<file path="config.mk">
export PLATFORM = sky130hd
export DESIGN_NAME = gpio_irq_ctrl_flat
export DESIGN_NICKNAME = d
export VERILOG_FILES = /design/src/rtl/gpio_irq_pkg.sv /design/src/rtl/gpio_irq_ctrl_if.sv /design/src/rtl/gpio_irq_ctrl_rr_arbiter.sv /design/src/rtl/gpio_irq_ctrl.sv /design/src/flat_wrapper.sv
export SDC_FILE = /design/constraint.sdc
export NUM_CORES = 1
export LEC_CHECK = 0
export CORE_MARGIN = 3
export CORE_UTILIZATION = 50
export DETAILED_ROUTE_END_ITERATION = 6
export PLACE_DENSITY = 0.8
export SKIP_LAST_GASP = 1
export SYNTH_ARGS = -nofsm -noshare
export SYNTH_HDL_FRONTEND = slang
export SYNTH_SLANG_ARGS = --single-unit
</file>
<file path="constraint.sdc">
create_clock -name clock -period 6.6 [get_ports clock]
set_input_delay 1.98 -clock clock [delete_from_list [all_inputs] [get_ports clock]]
set_output_delay 1.98 -clock clock [all_outputs]
set_load 0.01 [all_outputs]
</file>
<file path="src/rtl/gpio_irq_pkg.sv">
// Shared definitions for the GPIO interrupt controller.
// Holds the controller FSM state enumeration and the irq_id width helper.
package gpio_irq_pkg;

    // Controller sequencing: wait for a request, present it, pulse the ack.
    typedef enum logic [1:0] {
        ST_IDLE    = 2'd0,
        ST_PRESENT = 2'd1,
        ST_RELEASE = 2'd2
    } state_t;

    // Width of an index over n sources; at least one bit.
    function automatic int unsigned id_width(input int unsigned n);
        return (n <= 1) ? 1 : $clog2(n);
    endfunction

endpackage

</file>
<file path="src/rtl/gpio_irq_ctrl_if.sv">
// Bundle between the GPIO block, the CPU and the interrupt controller.
//   src_valid/src_ready/src_mask : per-source request, ack and exclusion
//   irq_valid/irq_ready/irq_id   : interrupt handshake toward the CPU
//   timeout_err/err_clr          : sticky acceptance-timeout flag and its clear
// master = controller side, slave = environment side.
interface gpio_irq_ctrl_if #(
    parameter int unsigned NSRC = 9,
    parameter int unsigned IDW  = 4
);
    logic [NSRC-1:0] src_valid;
    logic [NSRC-1:0] src_ready;
    logic [NSRC-1:0] src_mask;
    logic            irq_valid;
    logic            irq_ready;
    logic [IDW-1:0]  irq_id;
    logic            timeout_err;
    logic            err_clr;

    modport master (
        input  src_valid, src_mask, irq_ready, err_clr,
        output src_ready, irq_valid, irq_id, timeout_err
    );

    modport slave (
        output src_valid, src_mask, irq_ready, err_clr,
        input  src_ready, irq_valid, irq_id, timeout_err
    );
endinterface

</file>
<file path="src/rtl/gpio_irq_ctrl_rr_arbiter.sv">
// Combinational round-robin picker.
//   req       : request vector
//   last      : index granted most recently
//   gnt_valid : some request is set
//   gnt_idx   : first set request found scanning from last+1, wrapping at N-1
module rr_arbiter #(
    parameter int unsigned N  = 9,
    parameter int unsigned IW = 4
) (
    input  logic [N-1:0]  req,
    input  logic [IW-1:0] last,
    output logic          gnt_valid,
    output logic [IW-1:0] gnt_idx
);

    int          idx;
    logic [N-1:0] sh;

    // Scan farthest offset first so the nearest requester after last wins.
    always_comb begin
        gnt_valid = 1'b0;
        gnt_idx   = '0;
        idx       = 0;
        sh        = '0;
        for (int i = int'(N); i >= 1; i--) begin
            idx = (int'(last) + i) % int'(N);
            sh  = req >> idx;
            if (sh[0]) begin
                gnt_valid = 1'b1;
                gnt_idx   = IW'(idx);
            end
        end
    end

endmodule

</file>
<file path="src/rtl/gpio_irq_ctrl.sv">
// GPIO interrupt controller: arbitrates per-pin and group interrupt sources
// round-robin, presents one at a time to the CPU, acknowledges the source
// with a one-cycle src_ready pulse, and flags a CPU that never accepts.
//   clock : rising-edge clock
//   reset : synchronous, active-high
//   bus   : gpio_irq_ctrl_if.master (src_*, irq_*, timeout_err, err_clr)
module gpio_irq_ctrl
    import gpio_irq_pkg::*;
#(
    parameter int unsigned WIDTH   = 8,
    parameter int unsigned NSRC    = WIDTH + 1,
    parameter int unsigned IDW     = id_width(NSRC),
    parameter int unsigned TIMEOUT = 255
) (
    input  logic           clock,
    input  logic           reset,
    gpio_irq_ctrl_if.master bus
);

    localparam int unsigned CNT_W = 16;

    state_t           state;
    logic             irq_valid_q;
    logic [IDW-1:0]   irq_id_q;
    logic [NSRC-1:0]  src_ready_q;
    logic             timeout_err_q;
    logic [CNT_W-1:0] cnt;
    logic [IDW-1:0]   last_grant;

    logic [NSRC-1:0]  req_c;
    logic             gnt_valid_c;
    logic [IDW-1:0]   gnt_idx_c;

    assign req_c = bus.src_valid & ~bus.src_mask;

    rr_arbiter #(
        .N  (NSRC),
        .IW (IDW)
    ) u_arb (
        .req       (req_c),
        .last      (last_grant),
        .gnt_valid (gnt_valid_c),
        .gnt_idx   (gnt_idx_c)
    );

    // Controller FSM; every output is a register updated here.
    always_ff @(posedge clock) begin
        if (reset) begin
            state         <= ST_IDLE;
            irq_valid_q   <= 1'b0;
            irq_id_q      <= '0;
            src_ready_q   <= '0;
            timeout_err_q <= 1'b0;
            cnt           <= '0;
            last_grant    <= IDW'(NSRC - 1);
        end else begin
            src_ready_q <= '0;
            // A timeout below overrides this clear in the same cycle.
            if (bus.err_clr) begin
                timeout_err_q <= 1'b0;
            end
            case (state)
                ST_IDLE: begin
                    if (gnt_valid_c) begin
                        state       <= ST_PRESENT;
                        irq_valid_q <= 1'b1;
                        irq_id_q    <= gnt_idx_c;
                        last_grant  <= gnt_idx_c;
                        cnt         <= CNT_W'(TIMEOUT);
                    end
                end
                ST_PRESENT: begin
                    // Acknowledge has priority over an expiring counter.
                    if (bus.irq_ready) begin
                        state       <= ST_RELEASE;
                        irq_valid_q <= 1'b0;
                        src_ready_q <= NSRC'(1) << irq_id_q;
                        cnt         <= '0;
                    end else if (cnt == CNT_W'(1)) begin
                        // Abandon the grant; last_grant keeps the timed-out id.
                        state         <= ST_IDLE;
                        irq_valid_q   <= 1'b0;
                        timeout_err_q <= 1'b1;
                        cnt           <= '0;
                    end else begin
                        cnt <= cnt - CNT_W'(1);
                    end
                end
                ST_RELEASE: begin
                    state <= ST_IDLE;
                end
                default: begin
                    state <= ST_IDLE;
                end
            endcase
        end
    end

    assign bus.irq_valid   = irq_valid_q;
    assign bus.irq_id      = irq_id_q;
    assign bus.src_ready   = src_ready_q;
    assign bus.timeout_err = timeout_err_q;

endmodule

</file>
<file path="src/flat_wrapper.sv">
// flat-port wrapper written by rule: the top's interface ports become plain ports
module gpio_irq_ctrl_flat import gpio_irq_pkg::*;
#(
    parameter int unsigned WIDTH   = 8,
    parameter int unsigned NSRC    = WIDTH + 1,
    parameter int unsigned IDW     = id_width(NSRC),
    parameter int unsigned TIMEOUT = 255
)
  (clock, reset, bus_src_valid, bus_src_mask, bus_irq_ready, bus_err_clr, bus_src_ready, bus_irq_valid, bus_irq_id, bus_timeout_err);
  gpio_irq_ctrl_if #(.NSRC(NSRC), .IDW(IDW)) bus_i ();
  input  logic clock;
  input  logic reset;
  input wire logic [$bits(bus_i.src_valid)-1:0] bus_src_valid;
  input wire logic [$bits(bus_i.src_mask)-1:0] bus_src_mask;
  input wire logic [$bits(bus_i.irq_ready)-1:0] bus_irq_ready;
  input wire logic [$bits(bus_i.err_clr)-1:0] bus_err_clr;
  output wire logic [$bits(bus_i.src_ready)-1:0] bus_src_ready;
  output wire logic [$bits(bus_i.irq_valid)-1:0] bus_irq_valid;
  output wire logic [$bits(bus_i.irq_id)-1:0] bus_irq_id;
  output wire logic [$bits(bus_i.timeout_err)-1:0] bus_timeout_err;
  assign bus_i.src_valid = bus_src_valid;
  assign bus_i.src_mask = bus_src_mask;
  assign bus_i.irq_ready = bus_irq_ready;
  assign bus_i.err_clr = bus_err_clr;
  assign bus_src_ready = bus_i.src_ready;
  assign bus_irq_valid = bus_i.irq_valid;
  assign bus_irq_id = bus_i.irq_id;
  assign bus_timeout_err = bus_i.timeout_err;
  gpio_irq_ctrl #(.WIDTH(WIDTH), .NSRC(NSRC), .IDW(IDW), .TIMEOUT(TIMEOUT)) u_core (.clock(clock), .reset(reset), .bus(bus_i));
endmodule
</file>
==> flow_metrics.env <==
export IMPL_wl_per_cell_um=18.9
export IMPL_cts_tree="yes"
export IMPL_fin_setup_tns_ps=0
export IMPL_cts_root_buf="clkbuf_16"
export IMPL_cts_buffers=5
export IMPL_synth_seq_cells=34
export IMPL_drcViolationCount=0
export IMPL_cts_setup_buffers=0
export IMPL_final_common_cell="nand2_1"
export IMPL_design_area_um2=7970
export IMPL_hold_class="register to register"
export IMPL_final_nets=1073
export IMPL_synth_edf_count=0
export IMPL_cp_data_required_time_ps=6790
export IMPL_hold_violations=0
export IMPL_die_area_um2=16100
export IMPL_start_kind="register"
export IMPL_synthesis_area_um2=7300
export IMPL_firstDrtPassIters=6
export IMPL_clk_pin_slew_ps=50
export IMPL_cts_path_max_buffers=2
export IMPL_place_gp_congestion=1.01
export IMPL_grt_use_total=0.261
export IMPL_clkSinkCount=34
export IMPL_drive_above_1_share=0.112
export IMPL_top_level_ports=37
export IMPL_cts_resized=0
export IMPL_max_slew_margin=0.394
export IMPL_vias=8063
export IMPL_fp_dieH_um=127
export IMPL_placed_area_um2=7810
export IMPL_fill_cells=1316
export IMPL_worst_skew_pair_late_latency_ps=270
export IMPL_syn_avg_cell_area_um2=7.45
export IMPL_synth_warnings=0
export IMPL_final_cell_mix="nand2_1 (88), nor2_1 (78), a21oi_1 (64)"
export IMPL_hpwl_mm=16.4
export IMPL_worst_clock_skew_ps=4.31
export IMPL_synth_fp_nets=1060
export IMPL_fmax_mhz=161
export IMPL_std_cell_rows=43
export IMPL_worst_slew_pin_transition_ps=906
export IMPL_fin_crit_sh=0.940
export IMPL_outcome="complete, no violations"
export IMPL_area_growth_pct=9.10
export IMPL_fin_crit_ps=6210
export IMPL_antenna_cells=0
export IMPL_antenna_found_initial=0
export IMPL_critical_path_arrival_ps=6390
export IMPL_cp_max_fo=22
export IMPL_core_area_um2=14100
export IMPL_setup_viol=0
export IMPL_final_util=0.565
export IMPL_hold_buffers=0
export IMPL_h_tree_depth=2
export IMPL_maxCapViolCount=0
export IMPL_antenna_left=0
export IMPL_grt_pass1_wl_mm=35.9
export IMPL_ys_seq_area_frac=0.0932
export IMPL_grt_max_degree=46
export IMPL_die_x_um=127
export IMPL_synth_cells=980
export IMPL_grt_pass1_vias=7292
export IMPL_grt_setup_unrepaired="false"
export IMPL_synth_async_reset_ratio=0
export IMPL_drt_total_wl_mm=22.1
export IMPL_synthDistinctLibCells=113
export IMPL_initial_core_util=0.518
export IMPL_vias_per_cell=6.87
export IMPL_io_buffers=36
export IMPL_path_class="register to register"
export IMPL_critPathCaptureType="register"
export IMPL_finalMaxSlewViolations=0
export IMPL_initialDrtViolationCount=935
export IMPL_overflow=0
export IMPL_ys_flop_type="dfxtp_1"
==> synth_stat cells, types with 11 or more instances <==
cell | n | share of area
nor3_1 | 28 | 0.019
a21o_1 | 15 | 0.015
a211oi_1 | 14 | 0.014
clkbuf_1 | 31 | 0.016
mux2i_1 | 21 | 0.029
xnor2_1 | 17 | 0.020
nor2b_1 | 21 | 0.018
ha_1 | 58 | 0.099
nor2_1 | 78 | 0.040
or3_1 | 12 | 0.010
nand2b_1 | 22 | 0.019
mux4_2 | 12 | 0.037
inv_1 | 30 | 0.015
buf_2 | 13 | 0.0089
a21oi_1 | 64 | 0.044
dfxtp_1 | 34 | 0.093
o211ai_1 | 15 | 0.015
nand3_1 | 28 | 0.019
a31oi_1 | 17 | 0.015
and3_1 | 16 | 0.014
nor3b_1 | 11 | 0.011
nand2_1 | 88 | 0.045
o21ai_0 | 56 | 0.038
==> per-stage QoR <==
| stage | setup WS (ps) | instances | hold WS, ps |
|---|---|---|---|
| CTS | 455 | 1174 | 465 |
| finish | 394 | 1174 | 459 |
| floorplan | 81.4 | 980 | 468 |
| detailed placement | 498 | 1166 | 459 |
| global route | 6.74 | 1174 | 489 |
| global placement | 653 | 1166 | 441 |
==> sequential cells by signal, summed over array words and instances, names as in the netlist <==
register                cells
u_core.state                2
u_core.bus.src_ready        9
u_core.bus.irq_valid        1
u_core.bus.irq_id           4
u_core.bus.timeout_err      1
u_core.last_grant           1
u_core.cnt                 16
==> critical path: stages (launching register included) <==
cell	delay [ps]
dfxtp_4	490
ha_1	230
xor2_1	380
inv_2	140
ha_1	280
or2_2	340
or4_4	460
a221oi_4	450
ha_1	270
inv_1	60
or3_1	430
a21oi_2	510
mux2i_1	300
a22oi_1	120
a32o_1	300
nand2_2	140
nand3_2	150
o41ai_4	380
buf_4	320
nand2_1	90
a311oi_1	260
==> worst paths after layout <==
check | depth (start not counted) | from | to | slack (ps)
worst max-delay path | 20 | u_core.bus.irq_id[0]$_SDFFE_PP0P_ | u_core.cnt[12]$_SDFFE_PP0P_ | 390
worst min-delay path | 2 | u_core.bus.irq_valid$_SDFFE_PP0P_ | u_core.bus.irq_valid$_SDFFE_PP0P_ | 460
worst max register to register | 20 | u_core.bus.irq_id[0]$_SDFFE_PP0P_ | u_core.cnt[12]$_SDFFE_PP0P_ | 390
worst min register to register | 2 | u_core.bus.irq_valid$_SDFFE_PP0P_ | u_core.bus.irq_valid$_SDFFE_PP0P_ | 460
==> metal layers <==
layer | vias to the layer above | GRT usage | wire length [µm]
met3 | 73 | 0.0345 | 1860
li1 | 3793 | - | -
met5 | - | 0 | 0
met1 | 3806 | 0.354 | 9320
met4 | 0 | 0.0789 | 664
met2 | 391 | 0.432 | 10300
==> logic make-up after synthesis <==
kind of cell | Yosys count | share of synthesized area
mux | 46 | 0.0884
fa+ha+maj | 58 | 0.0994
xor+xnor | 28 | 0.0386
compound gates | 345 | 0.353
flops | 34 | 0.0932
simple gates | 376 | 0.271
buf+inv | 93 | 0.0567
==> final cells by class <==
class	count	area, µm²	share of cell area
Inverter	37	139	0.0174
Sequential cell	34	684	0.0859
Clock buffer	7	143	0.0179
Multi-Input combinational cell	853	6210	0.780
Clock inverter	1	5.00	0.000628
Tap cell	180	225	0.0283
Timing Repair Buffer	62	556	0.0697
Power is left out: the tool's default activity adds up to more than one toggle a clock period on the data nets, which glitch-free logic cannot reach.
==> edit: new RTL, same settings <==
Reset style: asynchronous (`reset`), changed in one clocked block.
--- a/src/rtl/gpio_irq_ctrl.sv
+++ b/src/rtl/gpio_irq_ctrl.sv
@@ -44,7 +44,7 @@
     );
 
     // Controller FSM; every output is a register updated here.
-    always_ff @(posedge clock) begin
+    always_ff @(posedge clock or posedge reset) begin
         if (reset) begin
             state         <= ST_IDLE;
             irq_valid_q   <= 1'b0;
Formal check against the unedited RTL: differs if reset is asserted again (counterexample within 4 cycles, from zero or initial values and one cycle with reset high); with reset held inactive, the same outputs for 4 cycles.
==> edit against the original RTL <==
Synthesized cell count grew 4.0%; sequential cell count unchanged; setup slack gained 0.051 ns; wire length is 10% higher; area after synthesis rose by 3.9%; non-clock buffer count is 9 higher; maximum frequency up 0.82%; via count grew 2.6%; design area up 4.9%; first-iteration DRC count is 7.4% higher; final cell count is 4.9% higher; worst hold slack better by 0.013 ns.
Power is not shown: default switching activity piles up to over one toggle a cycle in this logic, so the estimate is an artifact.
==> edit: results (changes against the original RTL) <==
Run status
  – Status: complete, no violations (unchanged)

Placement
  – DP Wirelength: 18300 um (was 16400 um)
  – GP Congestion: 1.01 (about the same)
  – Post-Place Cell Area: 8180 um2 (was 7810 um2)
  – Setup WS pre-CTS: 0.560 ns (was 0.498 ns)

Setup path
  – CP peak stage delay: 0.55 ns (was 0.51 ns)
  – Largest fanout on the critical path: 20 (was 22)
  – Slowest-stage cell, CP: or4b_4 (was a21oi_2)
  – Launching point of the worst reg2reg path: u_core.last_grant[1]$_DFFE_PP0P_ (was u_core.bus.irq_id[0]$_SDFFE_PP0P_)
  – Arr. time, crit path: 6.31 ns (was 6.39 ns)

Layout
  – Layout cells sized above 1: 10.2% (was 11.2%)
  – Final cell count without fillers: 1231 (was 1174)
  – # fillers: 1392 (was 1316)

Yosys
  – Synth cell count leaders: nand2_1, nor2_1, o21ai_0 (was nand2_1, nor2_1, a21oi_1)
  – Unique masters post-synth: 108 (was 113)
  – Top cells by area, synth: dfrtp_1, ha_1, mux2i_1 (was ha_1, dfxtp_1, nand2_1)
  – Seq/Total Area, Yosys: 11.2% (was 9.32%)
  – FFs w/ async S/R, synth: 100% (was 0%)

Detailed routing
  – DRT met1 WL: 10700 um (was 9320 um)
  – Routed wl met2: 11000 um (was 10300 um)
  – Average wire per cell in the routed design: 19.9 um (was 18.9 um)
  – Via count: 8269 (was 8063)
  – Met3 routed WL: 2410 um (was 1860 um)
  – DRT iter0 DRCs: 1004 (was 935)

GRT
  – GRT Total Usage: 28.1% (was 26.1%)
  – Largest net degree at the start of global routing: 47 (was 46)
  – First-pass GRT wire length: 38700 um (was 35900 um)

Worst hold path
  – Hold Path Origin: u_core.bus.irq_valid$_DFFE_PP0P_ (was u_core.bus.irq_valid$_SDFFE_PP0P_)

Timing
  – Setup Skew: 0.00586 ns (was 0.00431 ns)
  – Worst Max-Slew Pin Slew: 0.909 ns (was 0.906 ns)
[edit: changes by cell type in the layout (fill, tap and decap cells not counted), moves of 8 or more]
cell and change:
buf_4 +8, mux2i_1 +14, xnor2_1 +17, dfrtp_1 +32
dfxtp_1 -33, inv_1 +12, o21ai_0 +10, nand3_1 +8
[edit: path summary, 6_finish.rpt]
kind | end | slack [ns] | cells after the start
max | u_core.cnt[6]$_DFFE_PP0P_ | 0.44 | 23
min | u_core.bus.irq_valid$_DFFE_PP0P_ | 0.47 | 2
max reg2reg | u_core.cnt[6]$_DFFE_PP0P_ | 0.44 | 23
min reg2reg | u_core.bus.irq_valid$_DFFE_PP0P_ | 0.47 | 2
max in group asynchronous | u_core.last_grant[3]$_DFFE_PP1P_ | 4.17 | 3
min in group asynchronous | u_core.cnt[12]$_DFFE_PP0P_ | 2.09 | 3
[edit: logic make-up (layout without fill, tap and decap cells)]
group | Yosys count | count (layout) | synth area share, %
AO/OA/AOI/OAI | 342 | 342 | 32.9
XOR/XNOR | 43 | 43 | 5.41
buffers and inverters | 100 | 128 | 6.13
AND/OR/NAND/NOR | 393 | 393 | 27.3
flip-flops | 34 | 34 | 11.2
multiplexers | 49 | 49 | 7.50
adder cells (fa/ha/maj) | 58 | 58 | 9.56
[edit: tightest hold or removal path, cell delays in order, from the launching register on]
cell     delay [ns]
dfrtp_1        0.34
nand2_1        0.05
nand2_1        0.05
[edit: per-layer routing]
metal / track usage, % / vias to the layer above
met5: 0 / -
met1: 40.2 / 3884
li1: - / 3912
met2: 44.4 / 442
met4: 6.36 / 0
met3: 4.53 / 31
[edit: cell type report]
cell class              count  area [um2]  share of cell area [%]
clock buffers               8         166                    1.99
inverters                  49         185                    2.22
multi-input cells         885        6290                    75.3
flip-flops and latches     34         853                    10.2
well taps                 184         230                    2.76
repair buffers             71         627                    7.50
